File: src/rtl/ram_loader.sv
// Byte-stream RAM loader: assembles high-byte-first 16-bit words into a 2**ADDR_W x 16 RAM
// and holds the CPU off the RAM port while a load is in progress.
module ram_loader #(
  parameter int                 ADDR_W    = 8,
  parameter logic [ADDR_W-1:0]  BASE_ADDR = '0
) (
  input  logic              Clk,
  input  logic              nReset,
  input  logic              Start,
  input  logic [ADDR_W:0]   Length,
  input  logic [7:0]        ByteIn,
  input  logic              ByteValid,
  output logic              ByteReady,
  input  logic [ADDR_W-1:0] CpuAddress,
  input  logic [15:0]       CpuWriteData,
  input  logic              CpuWE,
  input  logic              CpuRE,
  output logic [15:0]       CpuReadData,
  output logic [ADDR_W-1:0] RamAddress,
  output logic [15:0]       RamWriteData,
  output logic              RamWE,
  output logic              RamRE,
  input  logic [15:0]       RamReadData,
  output logic              Busy,
  output logic              Done,
  output logic [ADDR_W:0]   WordCount
);

  localparam logic [ADDR_W:0] DEPTH = (ADDR_W+1)'(1) << ADDR_W;

  typedef enum logic [2:0] {S_IDLE, S_HI, S_LO, S_WRITE, S_DONE} state_t;

  state_t            state, state_nxt;
  logic [7:0]        hi_byte, lo_byte;
  logic [ADDR_W-1:0] ptr;
  logic [ADDR_W:0]   len;
  logic [ADDR_W:0]   wc_inc;
  logic              cap_start, take_hi, take_lo, do_write;

  // A load can never write more words than the RAM holds.
  function automatic logic [ADDR_W:0] sat_len(input logic [ADDR_W:0] l);
    return (l > DEPTH) ? DEPTH : l;
  endfunction

  assign wc_inc = WordCount + (ADDR_W+1)'(1);

  always_ff @(posedge Clk or negedge nReset) begin
    if (!nReset) state <= S_IDLE;
    else         state <= state_nxt;
  end

  always_comb begin
    state_nxt = state;
    ByteReady = 1'b0;
    Busy      = 1'b0;
    Done      = 1'b0;
    cap_start = 1'b0;
    take_hi   = 1'b0;
    take_lo   = 1'b0;
    do_write  = 1'b0;
    case (state)
      S_IDLE, S_DONE: begin
        Done = (state == S_DONE);
        if (Start) begin
          cap_start = 1'b1;
          state_nxt = (Length == '0) ? S_DONE : S_HI;
        end
      end
      S_HI: begin
        ByteReady = 1'b1;
        Busy      = 1'b1;
        if (ByteValid) begin
          take_hi   = 1'b1;
          state_nxt = S_LO;
        end
      end
      S_LO: begin
        ByteReady = 1'b1;
        Busy      = 1'b1;
        if (ByteValid) begin
          take_lo   = 1'b1;
          state_nxt = S_WRITE;
        end
      end
      S_WRITE: begin
        Busy      = 1'b1;
        do_write  = 1'b1;
        state_nxt = (wc_inc == len) ? S_DONE : S_HI;
      end
      default: state_nxt = S_IDLE;
    endcase
  end

  always_ff @(posedge Clk or negedge nReset) begin
    if (!nReset) begin
      hi_byte   <= '0;
      lo_byte   <= '0;
      ptr       <= BASE_ADDR;
      len       <= '0;
      WordCount <= '0;
    end else begin
      if (cap_start) begin
        len       <= sat_len(Length);
        ptr       <= BASE_ADDR;
        WordCount <= '0;
      end
      if (take_hi) hi_byte <= ByteIn;
      if (take_lo) lo_byte <= ByteIn;
      // Pointer wraps modulo the RAM depth.
      if (do_write) begin
        ptr       <= ptr + ADDR_W'(1);
        WordCount <= wc_inc;
      end
    end
  end

  // While busy the CPU enables are dropped, not deferred.
  assign RamAddress   = Busy ? ptr : CpuAddress;
  assign RamWriteData = Busy ? {hi_byte, lo_byte} : CpuWriteData;
  assign RamWE        = Busy ? do_write : CpuWE;
  assign RamRE        = Busy ? 1'b0 : CpuRE;
  assign CpuReadData  = Busy ? 16'h0000 : RamReadData;

endmodule

File: config.mk
export PLATFORM = sky130hd
export DESIGN_NAME = ram_loader
export DESIGN_NICKNAME = d
export VERILOG_FILES = /design/src/rtl/ram_loader.sv
export SDC_FILE = /design/constraint.sdc
export NUM_CORES = 1
export LEC_CHECK = 0
export BUFFER_PORTS_ARGS = -buffer_cell sky130_fd_sc_hd__buf_2
export CAP_MARGIN = 10
export CORE_MARGIN = 5
export CORE_UTILIZATION = 45
export CTS_BUF_LIST = sky130_fd_sc_hd__clkbuf_8
export DETAILED_ROUTE_END_ITERATION = 6
export PLACE_DENSITY_LB_ADDON = 0.1
export SETUP_SLACK_MARGIN = 0.3
export SLEW_MARGIN = 20
export SYNTH_ARGS = -nofsm -noshare
export SYNTH_HDL_FRONTEND = slang
export SYNTH_SLANG_ARGS = --single-unit
File: constraint.sdc
create_clock -name Clk -period 3.1 [get_ports Clk]
set_input_delay 0.93 -clock Clk [delete_from_list [all_inputs] [get_ports Clk]]
set_output_delay 0.93 -clock Clk [all_outputs]
set_load 0.01 [all_outputs]
==> results of run 1 <==
state kept, by name, summed over array words and instances, names as in the netlist:
name / flops
WordCount: 9
hi_byte: 8
len: 9
lo_byte: 8
ptr: 8
state: 3
per-stage QoR:
step	worst slack (ns)	power, mW	area [um^2]	utilization (%)	std cells
finish	0.477	2.95	3390	60.7	496
global route	0.318	3.21	3390	60.7	496
CTS	0.305	2.99	3380	60.7	496
detailed placement	0.627	2.52	3260	58.5	488
global placement	0.616	2.50	3260	58.5	488
floorplan	0.773	1.97	2620	-	310
area by class of cell:
cell class                 count  area (um^2)  area share [%]
sequential                    45         1130            33.3
tap                           72         90.1            2.66
clock inverter                 2         33.8           0.998
multi-input combinational    247         1420            41.9
clock buffer                   6         82.6            2.44
inverter                       3         13.8           0.407
timing repair buffer         121          622            18.4
routing by layer:
layer / wire, um / vias up
li1: - / 1263
met1: 2890 / 1161
met2: 3100 / 86
met3: 466 / 6
met4: 63 / 0
met5: 0 / -
worst min-delay path by stage:
stage                      start     end  cells past startpoint
after floorplan           ptr[7]  ptr[7]                      1
after CTS                 ptr[7]  ptr[7]                      1
final                     ptr[7]  ptr[7]                      1
after global placement    ptr[7]  ptr[7]                      1
after global routing      ptr[7]  ptr[7]                      1
after detailed placement  ptr[7]  ptr[7]                      1
power groups by stage:
stage | Clock (mW) | Sequential (mW) | Combinational [mW]
after CTS | 0.462 | 0.979 | 1.54
final | 0.450 | 0.981 | 1.51
after global routing | 0.486 | 1.02 | 1.71
after global placement | 0 | 0.981 | 1.51
after floorplan | 0 | 0.952 | 1.02
after detailed placement | 0 | 0.990 | 1.53
repair_timing:
action,in CTS,in global routing
hold endpoints to repair,0,0
endpoints found under the setup margin,1,36
cloned,0,0
gates resized for setup,1,3
Yosys cell counts, types with 2 or more instances:
master     number
o21ai_0        30
xnor2_1        10
or2_2           3
buf_2           5
ha_1            2
dfrtp_1        45
nand3_1         4
mux2_2         18
nand2_1        97
and3_1          2
clkbuf_1        9
nor2_2          2
o2111ai_1       2
a22o_1          2
xor2_1          4
a21oi_1         4
and2_1         18
nor2_1         10
a31oi_1         3
inv_1           2
nand4_1         6
nand2b_1       11
nor2b_1         2
worst max-delay path: cells and delay by family (launching register included):
family        cells  cell delay (ns)
simple gates      4             0.54
flops             1             0.45
buf+inv           2             0.39
logic make-up (layout without fill, tap and decap cells):
family          Yosys count  in the layout
fa+ha+maj                 2              2
mux                      19             19
buf+inv                  18            132
compound gates           48             48
flops                    45             45
xor+xnor                 14             14
simple gates            164            164
==> summary.md, run 1 <==
| Metric | Value |
|---|---|
| Outcome | finished, final reports clean |
| Required time of the critical path | 2.17 ns |
| Postcts setup bufs | 0 |
| Cell with the biggest individual delay on the critical path | dfrtp_1 |
| Number of filler cells placed in the layout | 518 |
| Number of distinct standard cells referenced by the synthesized netlist | 42 |
| Number of H-tree branching levels | 2 |
| Share of post-route cells with drive strength above 1 | 36.8% |
| Post-synthesis compound-gate area fraction | 10.5% |
| Row count | 27 |
| Start of the worst register-to-register path | WordCount[0] |
| Largest stage delay on the critical path | 0.45 ns |
| Maximum clock frequency | 0.381 GHz |
| Worst Path Class, Setup | reg -> out |
| Static leakage power | 1.78 nW |
| Clock transition at the registers of the reported paths | 0.08 ns |
| Number of buffers between clock root and the deepest sink | 2 |
| Logic pwr share | 51.4% |
| Root Buffer Master | clkbuf_8 |
| Clock latency on the worst-skew pair | 0.29 ns |
| Leading post-synthesis cells by cell area | dfrtp_1, nand2_1, mux2_2 |
| Fraction of the yosys area taken by sequential cells | 42.9% |
| Count of yosys warnings during synthesis | 0 |
| Maximum vdd drop | 0.381 mV |
| Reg2Reg Capture Point | state[0] |
| Combinational family with the most area after synthesis | simple AND/OR/NAND/NOR gates |
| TritonCTS clock tree | yes |
| Slew at the pin with the worst max-slew slack | 0.663 ns |
| Final worst-path cycle share | 84.6% |
| Number of enable-type register cells in the synthesized netlist | 0 |
| Largest net degree at the start of global routing | 43 |
| Count of unresolved DRC violations after routing | 0 |
| Post-synth top flop | dfrtp_1 |
| Routed Antenna Nets | 0 |
| Total iterations of the first detailed-routing run | 4 |
| Routing usage on met3 | 4.09% |
| Max-cap violations | 0 |
| Die Area | 0.00745 mm^2 |
| CP Capture Point | RamAddress[5] |
| Sequential cell fraction of total power | 33.3% |
| Portion of netlist area occupied by mux cells | 8.11% |
| Adder and majority cell fraction of the synthesized area | 0.954% |
| Post-Synth Simple-Gate Area | 29.7% |
| Average vias per placed instance | 5.07 |
| Number of sinks on the clock net | 45 |
| Effective utilization at floorplan | 47.0% |
| Asr flop ratio synth | 100% |
| Hold violation total from the final report | 0 |
| Total power per unit cell area | 870 mW/mm^2 |
| Cell seen most often among critical-path stages | nand2_1 |
| DP Wirelength | 5.15 mm |
| Global-route wire length before repair | 11.3 mm |
| Post-synthesis net count | 375 |
| Endpoint arrival time on the critical path | 1.69 ns |
| Launching element type of the critical path | register |
| Number of storage elements in the synthesis netlist | 45 |
| # nets final | 488 |
| Most frequent standard cell in the layout excluding fill and tap cells | buf_2 |
| Worst setup startpoint | state[0] |
| Total CTS buffers | 5 |
| Cell taking the most area after synthesis | dfrtp_1 |
| Global routing usage on met1 | 24.1% |
| Net switching power figure | 1.21 mW |
| Minimum setup slack among reg-to-reg paths | 1.06 ns |
| Initial antenna violation count | 0 |
| Core area | 0.00557 mm^2 |
| GRT Max-Usage Layer | met2 |
| Maximum net fanout on the critical path | 42 |
| Worst Clk Skew | 0.00358 ns |
| Ports placed on the boundary | 117 |
| Synth Area in XOR/XNOR | 4.68% |
| Cells along the critical path | nor2_2 > or2_2 > buf_6 > nand2_1 > nand2_1 > buf_2 |
| Routing usage on met2 | 31.0% |
| Accumulated negative setup slack | 0 ns |
| Path type of the worst min-delay path | reg -> reg |
| Antenna cell count | 0 |
| Relative area change from synthesis to final layout | 29.1% |
| Number of I/O port buffers | 116 |
| Tightest hold margin | 0.490 ns |
| Vias after detailed routing | 2516 |
| Total of hold buffers inserted after clock tree synthesis | 0 |
| Cells after Synth | 310 |
| Height of the die | 86.3 um |
| Routability congestion estimate | 0.776 |
| Width of the chip | 86.3 um |
| Synthesized area per cell | 8.46 um^2 |
| Most used cells in the layout excluding fill and tap cells | buf_2, nand2_1, dfrtp_1 |
| Setup repair after global routing missed its margin | false |
| Kind of end point of the critical path | output port |
| Number of DRC violations after detailed-routing iteration 0 | 79 |
| Share of the synthesized area in the top cell type | 42.9% |
| Wire per inst | 13.1 um |
| Switching power share of the total | 41.2% |
| Relative contribution of the clock network to total power | 15.3% |
| Number of slew-limit violations in the final report | 0 |
| Headroom to the max-slew limit | 55.7% |
| Routed Wire Length | 6.52 mm |
| Vias in the first global route | 2497 |
| Remaining Overflow, GRT | 0 |
| Synth Cell Area | 0.00262 mm^2 |
| Pint | 1.73 mW |
| Number of cells on the worst reg-to-reg path | 6 |
| Tot GR Track Use | 18.4% |
| Min Tclk post-route | 2.62 ns |
| Final setup vio count | 0 |
(Power assumes the default switching activity.)
==> run 2: changes to the inputs <==
Clock period 3.1 ns to 2.5 ns, I/O delays scaled along.
==> summary.md, run 2 (synthesized netlist as in run 1, its figures left out) <==
| Metric | Value |
|---|---|
| Number of slew-limit violations in the final report | 0 (unchanged) |
| Number of sinks on the clock net | 45 (unchanged) |
| Post-Place Setup Slack | 0.285 ns (-0.342 ns) |
| Wire per inst | 15.0 um (+14%) |
| Total of hold buffers inserted after clock tree synthesis | 0 (unchanged) |
| Total power per unit cell area | 1120 mW/mm^2 (+29%) |
| Global-route wire length before repair | 11.4 mm (+1.4%) |
| Clock latency on the worst-skew pair | 0.30 ns (about the same) |
| Relative area change from synthesis to final layout | 42.2% |
| Relative contribution of the clock network to total power | 10.4% (-4.9 points) |
| DP Wirelength | 5.13 mm (-0.26%) |
| Most used cells in the layout excluding fill and tap cells | buf_2, nand2_1, dfrtp_1 |
| Worst Clk Skew | 0.00920 ns (+0.00561 ns) |
| Reg2Reg Capture Point | state[0] |
| Setup slack of the critical path after layout | 0.208 ns (-0.269 ns) |
| Total iterations of the first detailed-routing run | 4 (unchanged) |
| Endpoint arrival time on the critical path | 1.54 ns (-0.15 ns) |
| Row count | 27 (unchanged) |
| Sequential cell fraction of total power | 28.9% (-4.4 points) |
| Number of I/O port buffers | 116 (unchanged) |
| Ports placed on the boundary | 117 (unchanged) |
| End-of-flow core utilization | 66.9% (+6.2 points) |
| Maximum vdd drop | 0.528 mV (+39%) |
| Minimum setup slack among reg-to-reg paths | 0.52 ns (-0.54 ns) |
| Slew at the pin with the worst max-slew slack | 0.562 ns (-0.102 ns) |
| Number of H-tree branching levels | 2 (unchanged) |
| Initial antenna violation count | 0 (unchanged) |
| Launching element type of the critical path | register |
| Maximum net fanout on the critical path | 7 (-83%) |
| Final setup vio count | 0 (unchanged) |
| Final worst-path cycle share | 91.7% |
| Worst setup startpoint | state[1] |
| Vias in the first global route | 2473 (-0.96%) |
| Switching power share of the total | 41.2% (+0.044 points) |
| Logic pwr share | 60.8% (+9.4 points) |
| Share of post-route cells with drive strength above 1 | 44.1% (+7.3 points) |
| Cells along the critical path | nor2_2 > or2_4 > buf_12 > buf_6 > and2_1 > buf_2 |
| Count of unresolved DRC violations after routing | 0 (unchanged) |
| Antenna cell count | 0 (unchanged) |
| Buf/Inv on CP | 3 (+1) |
| Routed Wire Length | 7.65 mm (+17%) |
| Net switching power figure | 1.73 mW (+42%) |
| Min Tclk post-route | 2.29 ns |
| Routed Antenna Nets | 0 (unchanged) |
| Count of cell instances traversed by the critical path | 6 (unchanged) |
| Die Area | 0.00745 mm^2 (unchanged) |
| Root Buffer Master | clkbuf_8 |
| Number of cells on the worst reg-to-reg path | 6 (unchanged) |
| Setup repair after global routing missed its margin | true |
| Kind of end point of the critical path | output port |
| Worst Path Class, Setup | reg -> out |
| Maximum clock frequency | 0.436 GHz |
| Outcome | finished, final reports clean |
| # nets final | 502 (+2.9%) |
| Width of the chip | 86.3 um (unchanged) |
| Pint | 2.47 mW (+42%) |
| Required time of the critical path | 1.75 ns (-0.42 ns) |
| Height of the die | 86.3 um (unchanged) |
| Routability congestion estimate | 0.793 (+2.1%) |
| CP Capture Point | CpuReadData[10] |
| Headroom to the max-slew limit | 62.5% (+6.9 points) |
| Top cell family by delay on the critical path | simple AND/OR/NAND/NOR gates |
| Biggest regs | WordCount (9), len (9) |
| Total CTS buffers | 5 (unchanged) |
| Number of DRC violations after detailed-routing iteration 0 | 107 (+35%) |
| Clock transition at the registers of the reported paths | 0.09 ns (about the same) |
| Average vias per placed instance | 5.19 (+2.4%) |
| TritonCTS clock tree | yes |
| Static leakage power | 1.92 nW (+8.1%) |
| Hold violation total from the final report | 0 (unchanged) |
| Vias after detailed routing | 2649 (+5.3%) |
| Largest stage delay on the critical path | 0.37 ns (-0.08 ns) |
| Cell with the biggest individual delay on the critical path | dfrtp_1 |
| Most frequent standard cell in the layout excluding fill and tap cells | buf_2 |
| Accumulated negative setup slack | 0 ns (unchanged) |
| Effective utilization at floorplan | 47.0% (unchanged) |
| Path type of the worst min-delay path | reg -> reg |
| Max-cap violations | 0 (unchanged) |
| Core area | 0.00557 mm^2 (unchanged) |
| Tot GR Track Use | 18.8% (+0.46 points) |
| Remaining Overflow, GRT | 0 (unchanged) |
| Start of the worst register-to-register path | WordCount[0] |
| Largest net degree at the start of global routing | 46 (+7.0%) |
| Number of buffers between clock root and the deepest sink | 2 (unchanged) |
## run 2: changes by cell type in the layout (fill, tap and decap cells not counted), sizes merged
cell,change
buf,+10
clkbuf,+3
clkinv,+3
bufinv,-1
inv,-1
## run 2: worst min-delay path by stage
stage | start | endpoint | slack, ns | cells past startpoint
CTS | ptr[7] | ptr[7] | 0.50 | 1
global placement | ptr[7] | ptr[7] | 0.48 | 1
global route | len[3] | len[3] | 0.53 | 2
finish | ptr[7] | ptr[7] | 0.50 | 1
detailed placement | ptr[7] | ptr[7] | 0.49 | 1
floorplan | nReset | WordCount[0] | 0.45 | 0
## run 2: worst register-to-register path, cell delays in order (launching register included)
cell,delay (ns)
dfrtp_1,0.46
ha_1,0.28
and3_1,0.28
a311o_1,0.37
a21boi_1,0.16
o2111ai_1,0.15
a21o_1,0.19
## run 2: timing repair
action	4_1_cts	5_1_grt
pin swaps	1	16
gates resized for setup	8	41
setup endpoints to repair	43	43
buffers inserted	2	3
gates cloned	1	6
## run 2: cell type report
type                            count  area, um^2
Timing Repair Buffer              135         921
Clock buffer                        5        68.8
Fill cell                         471        1850
Clock inverter                      3        13.8
Sequential cell                    45        1130
Multi-Input combinational cell    247        1490
Inverter                            3        23.8
Tap cell                           72        90.1
## run 2: through the flow
stage | instances | total power [mW] | cell area, um^2 | hold slack [ns]
global placement | 490 | 3.12 | 3280 | 0.479
finish | 510 | 4.19 | 3730 | 0.498
CTS | 501 | 3.72 | 3420 | 0.497
detailed placement | 490 | 3.15 | 3280 | 0.486
floorplan | 310 | 2.45 | 2620 | 0.454
global route | 510 | 4.52 | 3730 | 0.533
## run 2: power groups by stage
stage               clock, mW  combinational [mW]  sequential (mW)
detailed placement          0                1.92             1.23
CTS                     0.443                2.08             1.20
global route            0.471                2.80             1.25
finish                  0.435                2.55             1.21
floorplan                   0                1.27             1.18
global placement            0                1.90             1.22
## run 2: metal layers
metal | track usage [%] | up-vias | wire [um]
met4 | 5.67 | 0 | 84
met1 | 24.3 | 1241 | 3320
met3 | 4.18 | 7 | 560
met5 | 0 | - | 0
li1 | - | 1301 | -
met2 | 31.5 | 100 | 3690
